--- config.mk ---
export PLATFORM = sky130hd
export DESIGN_NAME = display_link_rx
export DESIGN_NICKNAME = d
export VERILOG_FILES = /design/src/rtl/display_link_rx_pkg.sv /design/src/rtl/display_link_rx_sync_edge.sv /design/src/rtl/display_link_rx.sv
export SDC_FILE = /design/constraint.sdc
export NUM_CORES = 1
export LEC_CHECK = 0
export ABC_AREA = 1
export BUFFER_PORTS_ARGS = -buffer_cell sky130_fd_sc_hd__buf_2
export CORE_ASPECT_RATIO = 0.7
export CORE_MARGIN = 5
export CORE_UTILIZATION = 40
export DETAILED_ROUTE_END_ITERATION = 7
export PLACE_DENSITY = 0.55
export SLEW_MARGIN = 0
export SYNTH_ARGS = -nofsm -noshare
export SYNTH_HDL_FRONTEND = slang
export SYNTH_SLANG_ARGS = --single-unit
--- constraint.sdc ---
create_clock -name clk -period 1.3 [get_ports clk]
set_input_delay 0.13 -clock clk [delete_from_list [all_inputs] [get_ports clk]]
set_output_delay 0.13 -clock clk [all_outputs]
set_load 0.02 [all_outputs]
--- src/rtl/display_link_rx_pkg.sv ---
// display_link_rx_pkg
//   Constants and types shared between the display link receiver and the
//   display transmitter: default geometry, synchroniser depth, minimum link
//   phase length in system clock cycles, and the row word type.
package display_link_rx_pkg;

    localparam int unsigned COLS_DEF        = 8;
    localparam int unsigned ROWS_DEF        = 8;
    localparam int unsigned SYNC_STAGES_DEF = 2;

    // Each serial_clock/display_clk phase must last at least this many clk
    // cycles so the synchroniser and edge detector can see it.
    localparam int unsigned MIN_PHASE_CLKS  = SYNC_STAGES_DEF + 1;

    typedef logic [COLS_DEF-1:0] row_word_t;

endpackage

--- src/rtl/display_link_rx_sync_edge.sv ---
// link_sync_edge
//   STAGES-deep synchroniser followed by one edge-detect flop for a single
//   asynchronous link wire.
//   Ports:
//     clk     in  system clock
//     rst_n   in  asynchronous active-low reset
//     d_i     in  raw link wire
//     level_o out synchronised level
//     rise_o  out one-cycle pulse on a synchronised rising edge
module link_sync_edge #(
    parameter int unsigned STAGES = 2
) (
    input  logic clk,
    input  logic rst_n,
    input  logic d_i,
    output logic level_o,
    output logic rise_o
);

    logic [STAGES-1:0] sync_q;
    logic              prev_q;

    always_ff @(posedge clk or negedge rst_n) begin
        if (!rst_n) begin
            sync_q <= '0;
            prev_q <= 1'b0;
        end else begin
            sync_q <= {sync_q[STAGES-2:0], d_i};
            prev_q <= sync_q[STAGES-1];
        end
    end

    assign level_o = sync_q[STAGES-1];
    assign rise_o  = sync_q[STAGES-1] & ~prev_q;

endmodule

--- src/rtl/display_link_rx.sv ---
// display_link_rx
//   Receiving end of the serial display link. Oversamples the five link
//   wires in the clk domain, deserialises one row (MSB first) per
//   display_clk rising edge and presents it with its row index.
//   Ports:
//     clk, reset                   system clock, async active-low reset
//     serial_clock, data_in        link bit clock and serial data
//     data_enable                  gates serial_clock edges
//     display_clk                  rising edge latches the current row
//     clear                        level: clears shift path and row counter
//     row_data, row_index          last latched row and its index
//     row_valid                    one-cycle pulse on every latch
//     len_error                    with row_valid when bit count != COLS
module display_link_rx
    import display_link_rx_pkg::*;
#(
    parameter int unsigned COLS        = COLS_DEF,
    parameter int unsigned ROWS        = ROWS_DEF,
    parameter int unsigned SYNC_STAGES = SYNC_STAGES_DEF
) (
    input  logic                      clk,
    input  logic                      reset,
    input  logic                      serial_clock,
    input  logic                      data_in,
    input  logic                      data_enable,
    input  logic                      display_clk,
    input  logic                      clear,
    output logic [COLS-1:0]           row_data,
    output logic [$clog2(ROWS)-1:0]   row_index,
    output logic                      row_valid,
    output logic                      len_error
);

    localparam int unsigned IDX_W = $clog2(ROWS);
    localparam int unsigned CNT_W = $clog2(COLS + 2);

    logic sclk_lvl, sclk_rise, din_lvl, din_rise, en_lvl, en_rise;
    logic dclk_lvl, dclk_rise, clr_lvl, clr_rise;
    logic unused_sync;

    // Equal synchroniser depth on all wires keeps data_in/data_enable
    // aligned with the serial_clock edge they belong to.
    link_sync_edge #(.STAGES(SYNC_STAGES)) u_sync_sclk (
        .clk(clk), .rst_n(reset), .d_i(serial_clock), .level_o(sclk_lvl), .rise_o(sclk_rise));
    link_sync_edge #(.STAGES(SYNC_STAGES)) u_sync_din (
        .clk(clk), .rst_n(reset), .d_i(data_in), .level_o(din_lvl), .rise_o(din_rise));
    link_sync_edge #(.STAGES(SYNC_STAGES)) u_sync_en (
        .clk(clk), .rst_n(reset), .d_i(data_enable), .level_o(en_lvl), .rise_o(en_rise));
    link_sync_edge #(.STAGES(SYNC_STAGES)) u_sync_dclk (
        .clk(clk), .rst_n(reset), .d_i(display_clk), .level_o(dclk_lvl), .rise_o(dclk_rise));
    link_sync_edge #(.STAGES(SYNC_STAGES)) u_sync_clr (
        .clk(clk), .rst_n(reset), .d_i(clear), .level_o(clr_lvl), .rise_o(clr_rise));

    assign unused_sync = ^{sclk_lvl, din_rise, en_rise, dclk_lvl, clr_rise};

    logic [COLS-1:0]  shreg_q, shreg_d, shifted;
    logic [CNT_W-1:0] bit_cnt_q, bit_cnt_d, cnt_inc;
    logic [IDX_W-1:0] next_row_q, next_row_d;
    logic [COLS-1:0]  row_data_q, row_data_d;
    logic [IDX_W-1:0] row_index_q, row_index_d;
    logic             row_valid_d, len_error_d;
    logic             row_valid_q, len_error_q;
    logic             shift_ev;

    assign shift_ev = sclk_rise & en_lvl;

    // Shift and latch in one cycle: the latch sees the freshly shifted bit
    // and its count, so both are computed before the latch decision.
    always_comb begin
        shifted = shift_ev ? {shreg_q[COLS-2:0], din_lvl} : shreg_q;
        cnt_inc = bit_cnt_q;
        if (shift_ev && bit_cnt_q != CNT_W'(COLS + 1)) begin
            cnt_inc = bit_cnt_q + 1'b1;
        end

        shreg_d     = shifted;
        bit_cnt_d   = cnt_inc;
        next_row_d  = next_row_q;
        row_data_d  = row_data_q;
        row_index_d = row_index_q;
        row_valid_d = 1'b0;
        len_error_d = 1'b0;

        if (clr_lvl) begin
            shreg_d    = '0;
            bit_cnt_d  = '0;
            next_row_d = '0;
        end else if (dclk_rise) begin
            row_data_d  = shifted;
            row_index_d = next_row_q;
            next_row_d  = (next_row_q == IDX_W'(ROWS - 1)) ? '0 : next_row_q + 1'b1;
            row_valid_d = 1'b1;
            len_error_d = (cnt_inc != CNT_W'(COLS));
            bit_cnt_d   = '0;
        end
    end

    always_ff @(posedge clk or negedge reset) begin
        if (!reset) begin
            shreg_q     <= '0;
            bit_cnt_q   <= '0;
            next_row_q  <= '0;
            row_data_q  <= '0;
            row_index_q <= '0;
            row_valid_q <= 1'b0;
            len_error_q <= 1'b0;
        end else begin
            shreg_q     <= shreg_d;
            bit_cnt_q   <= bit_cnt_d;
            next_row_q  <= next_row_d;
            row_data_q  <= row_data_d;
            row_index_q <= row_index_d;
            row_valid_q <= row_valid_d;
            len_error_q <= len_error_d;
        end
    end

    assign row_data  = row_data_q;
    assign row_index = row_index_q;
    assign row_valid = row_valid_q;
    assign len_error = len_error_q;

endmodule

Yosys cells after proc, flatten, opt, wreduce, memory -nomap -nowiden
Cells that the tools add are included.
{ "word_totals": {"register_bits": 40} }
{ "op_classes": {"n_addsub": 2, "eq_ne": 3, "mux": 12, "bitwise_logic": 6, "n_reduce_logical": 3} }
{ "op_table": {"columns": ["operator", "n"], "rows": [
  ["8-bit 2-to-1 mux", 2],
  ["4-bit 2-to-1 mux", 3],
  ["3-bit 2-to-1 mux", 3],
  ["4-bit != test (second input constant)", 2],
  ["4-bit by 1-bit adder with 4-bit output (second input constant)", 1],
  ["1-bit 2-to-1 mux", 4],
  ["3-bit by 1-bit adder with 3-bit output (second input constant)", 1],
  ["1-bit bitwise AND", 3],
  ["3-bit == test (second input constant)", 1],
  ["1-bit inverter", 3],
  ["2-bit AND reduction", 1],
  ["2-bit nonzero test", 1],
  ["1-bit logical AND", 1]
]} }

Logic depth before layout (Yosys ltp)
{ "depth": {"ltp_word": 8, "ltp_mapped": 9, "depth_no_buf": 9} }

Modules after synthesis
Synthesis repeated with hierarchy kept, for this count alone.
{ "unflattened": {"hier_cells": 153, "area_unflattened_um2": 1685.4} }
{ "by_module_without_submodules": {"columns": ["mod", "n_inst", "cells_each", "area_each_um2", "seq_area_each_um2"], "rows": [
  ["display_link_rx", 1, 128, 1260.0, 700.7],
  ["link_sync_edge", 5, 5, 85.1, 75.1]
]} }

Least setup slack after synthesis
OpenSTA, ideal clock, no wires.
{ "synth_path": {"path_type": "register -> register", "start": "register bit_cnt_q[1]", "end": "register len_error_q (netlist: len_error)", "setup_ns": 0.116, "arrival_time_ns": 1.108, "t_required_ns": 1.184, "path_slack_ns": 0.076, "path_stages_with_launch": 10, "synth_period_minus_slack_ns": 1.224, "cell_sequence": "dfrtp_1 -> inv_1 -> ha_1 -> nand3_2 -> nand2_4 -> nand2_1 -> nand2_1 -> nand3_1 -> nor2_1 -> nor2_1"} }
{ "synth_between": {"elab_chain_len": 6} }
{ "synth_lines": {"columns": ["item", "line", "source"], "rows": [
  ["from (decl)", "display_link_rx.sv:57", "logic [CNT_W-1:0] bit_cnt_q, bit_cnt_d, cnt_inc;"],
  ["from (signal assigned)", "display_link_rx.sv:109", "bit_cnt_q <= bit_cnt_d;"],
  ["parallel branches: the longest is 2 deep, another holds 4-bit by 1-bit adder with 4-bit output", null, null],
  ["4-bit 2-to-1 mux *", "display_link_rx.sv:72", "if (shift_ev && bit_cnt_q != CNT_W'(COLS + 1)) begin"],
  ["4-bit != test *", "display_link_rx.sv:93", "len_error_d = (cnt_inc != CNT_W'(COLS));"],
  ["1-bit 2-to-1 mux *", "display_link_rx.sv:88", "end else if (dclk_rise) begin"],
  ["1-bit 2-to-1 mux *", "display_link_rx.sv:84", "if (clr_lvl) begin"],
  ["via len_error_d", "display_link_rx.sv:61", "logic row_valid_d, len_error_d;"],
  ["to (signal assigned)", "display_link_rx.sv:114", "len_error_q <= len_error_d;"],
  ["to (decl)", "display_link_rx.sv:62", "logic row_valid_q, len_error_q;"]
]} }
Mark *: on every way through the listed nets, which the timed path passes.
A chain may end at the register's enable or synchronous reset.

Final worst setup path
Same ends and word-level chain as after synthesis.

==> impl_metrics.ini <==
[run_status]
outcome = finished with violations
failed_checks = negative setup slack

[sta]
rsz0062_at_grt = yes
setup_ws_ns = -0.0357
slew_headroom_pct = 73.4
final_hold_viol_count = 0
slew_viol_final = 0
max_freq_ghz = 0.749
finalSetupViolations = 1
period_share_pct = 103
tightest_slew_ns = 0.399
min_period_ns = 1.34
hold_slack_ns = 0.303
finalSetupTns_ns = -0.0357
finClkSkew_ns = 0.00765

[setup_path]
path_buf_inv = 1
reg2reg_depth = 9
critPathLaunchType = flip-flop
timing.rr.end = len_error
cp_cell_sequence = inv_2, ha_4, nand3_4, nand2_4, nand2_2, nand2_2, nand3_2, nor2_2, nor2_1
path_max_fanout = 5
cp.required_ns = 1.46
cp.arrival_ns = 1.49
crit_family = simple AND/OR/NAND/NOR gates
critical-path-max-stage-delay_ns = 0.42
crit_path_top_delay_cell = dfrtp_1
r2r_setup_slack_ns = -0.04
cpMostUsedCell = nand2_2
r2r_start = bit_cnt_q[1]
crit_type = reg -> reg
crit_path_end_kind = flip-flop

[detailed_routing]
dr.pass1.iters = 4
num_vias = 1007
drc_errors = 0
wire_per_inst_um = 12.1
drt-initial-drc-count = 70
via_per_inst = 4.54
ant_nets = 0
wirelength_mm = 2.68

[final_layout]
diodes = 0
final_nets = 181
syn2layout_area_growth_pct = 22.5
instances_no_fill = 222
fin_area_um2 = 1950
layout-drive-gt1-share_pct = 36.5

[floorplanning]
boundaryPins = 20
die_w_um = 85.4
dieArea_um2 = 5360
core_area_um2 = 3870
num_rows = 19
start_util_pct = 41.0
fp.dieH_um = 62.8

[clock_network]
cts_max_level = 2
cts_tree = yes
cts_sinks = 40
clkTransAtPathRegs_ns = 0.07
cts_buffers = 5
cts-root-buf = clkbuf_8
insertion_delay_ns = 0.28
cts_buffer_depth = 2

[synth]
netlist_instances = 137
synth.largest_area_cell = dfrtp_1
syn_nets = 148
synth_top_area_share_pct = 62.9
avgSynthCellArea_um2 = 11.6
ys_types = 24
synthesis.area_um2 = 1590
synthTopCellsByArea = dfrtp_1, nand2_1, o21ai_2, mux2i_1, nor2_1
yosysSeqAreaShare_pct = 62.9
yosysWarnings = 0
ys_ff_latch = 40

[power_and_ir_drop]
power_mw = 2.28
powerDensity_nw_per_um2 = 1170
vdd_drop_max_mv = 0.627
power.leakage_nw = 0.957

[grt]
grt_pass1_wl_mm = 4.83
busiest_layer = met2
track_usage_pct = 11.5
grt_pass1_vias = 1036
grt_max_degree = 22
grt-ovfl-total = 0
antenna_found_initial = 0
grt_use_met2_pct = 16.7
grt_use_met3_pct = 3.95
met1_usage_pct = 15.4

[placed_design]
post_dp_cell_area_um2 = 1750
dp_cells = 208
post-dp-hpwl_mm = 1.89
gp_congestion = 0.850
io_buffers = 19

[flow_run]
cap_viol_max_count = 0

[worst_hold_path]
hp-class = in -> async
==> flip-flops by register name (all words and copies together) (netlist names) <==
name / count
u_sync_dclk.sync_q: 2
next_row_q: 3
u_sync_sclk.sync_q: 2
u_sync_clr.sync_q: 2
bit_cnt_q: 4
row_valid: 1
row_data: 8
u_sync_dclk.prev_q: 1
u_sync_din.sync_q: 2
shreg_q: 8
u_sync_sclk.prev_q: 1
len_error: 1
row_index: 3
u_sync_en.sync_q: 2
==> worst max-delay path by stage <==
stage	start	end	slack, ns	cells past startpoint
after CTS	bit_cnt_q[1]	len_error	0.003	9
after floorplan	bit_cnt_q[1]	len_error	0.08	9
after global placement	bit_cnt_q[1]	len_error	0.02	9
after global routing	bit_cnt_q[1]	len_error	-0.10	9
final	bit_cnt_q[1]	len_error	-0.04	9
after detailed placement	bit_cnt_q[1]	len_error	-0.07	9
==> metal layers <==
layer / vias to the layer above / part of all wire [%]
met5: - / 0
met4: 0 / 1.6
met1: 462 / 48
met2: 33 / 46
li1: 504 / -
met3: 8 / 5.3
==> synthesized netlist by cell type <==
library cell / n
o21a_1: 1
inv_2: 4
nand4_1: 1
nand2_4: 1
nand3_2: 1
nand2_1: 26
buf_2: 1
ha_1: 4
buf_6: 4
nor2_1: 14
dfrtp_1: 40
o21ai_2: 9
o21ai_0: 1
nor2_4: 1
mux2i_1: 6
nor2_2: 1
nand3_1: 5
o21ai_1: 3
nor2_8: 1
or2_1: 1
inv_1: 8
a21oi_1: 2
xor2_1: 1
o22ai_2: 1
==> per-stage QoR <==
step                util, %  setup slack (ns)
floorplan                 -            0.0760
global placement       45.2            0.0156
detailed placement     45.2           -0.0683
CTS                    49.6           0.00288
global route           50.3            -0.105
finish                 50.3           -0.0357
==> cell usage in the layout (no fill, tap or decap), drive strengths merged <==
| master | count |
|---|---|
| o21a | 1 |
| inv | 12 |
| xor2 | 1 |
| dlygate4sd3 | 6 |
| nor2 | 17 |
| clkinv | 1 |
| nand3 | 6 |
| nand2 | 27 |
| o21ai | 13 |
| dfrtp | 40 |
| buf | 25 |
| o22ai | 1 |
| or2 | 1 |
| ha | 4 |
| clkinvlp | 1 |
| a21oi | 2 |
| mux2i | 6 |
| clkbuf | 5 |
| nand4 | 1 |
==> report_power, final <==
part / total [mW] / internal [mW] / switching (mW)
clock: 0.762 / 0.363 / 0.399
sequential: 1.31 / 1.29 / 0.0240
combinational: 0.209 / 0.0808 / 0.128
total: 2.28 / 1.73 / 0.552
==> final cells by class <==
cell class / count / area, um^2
clock buffer: 5 / 68.8
timing repair buffer: 31 / 213
inverter: 12 / 47.5
tap: 52 / 65.1
multi-input combinational: 80 / 539
fill: 346 / 1930
clock inverter: 2 / 12.5
sequential: 40 / 1000
==> cells by family after synthesis <==
| family | count (synthesis) | share of synthesized area [%] |
|---|---|---|
| AOI/OAI and AO/OA | 17 | 8.10 |
| xor gates and xnor gates | 1 | 0.551 |
| adders and majority gates | 4 | 3.15 |
| buffers and inverters | 17 | 5.98 |
| DFF | 40 | 62.9 |
| muxes | 6 | 3.78 |
| and+or+nand+nor | 52 | 15.5 |
==> what timing repair did <==
action / in CTS / in global routing
pin swaps: 2 / 3
endpoints found under the setup margin: 1 / 11
cloned: 0 / 0
hold buffers: 6 / 0
endpoints found under the hold margin: 21 / 0
buffers inserted: 1 / 0
gates resized for setup: 5 / 10
No activity file was read; power rests on OpenSTA's default activity.
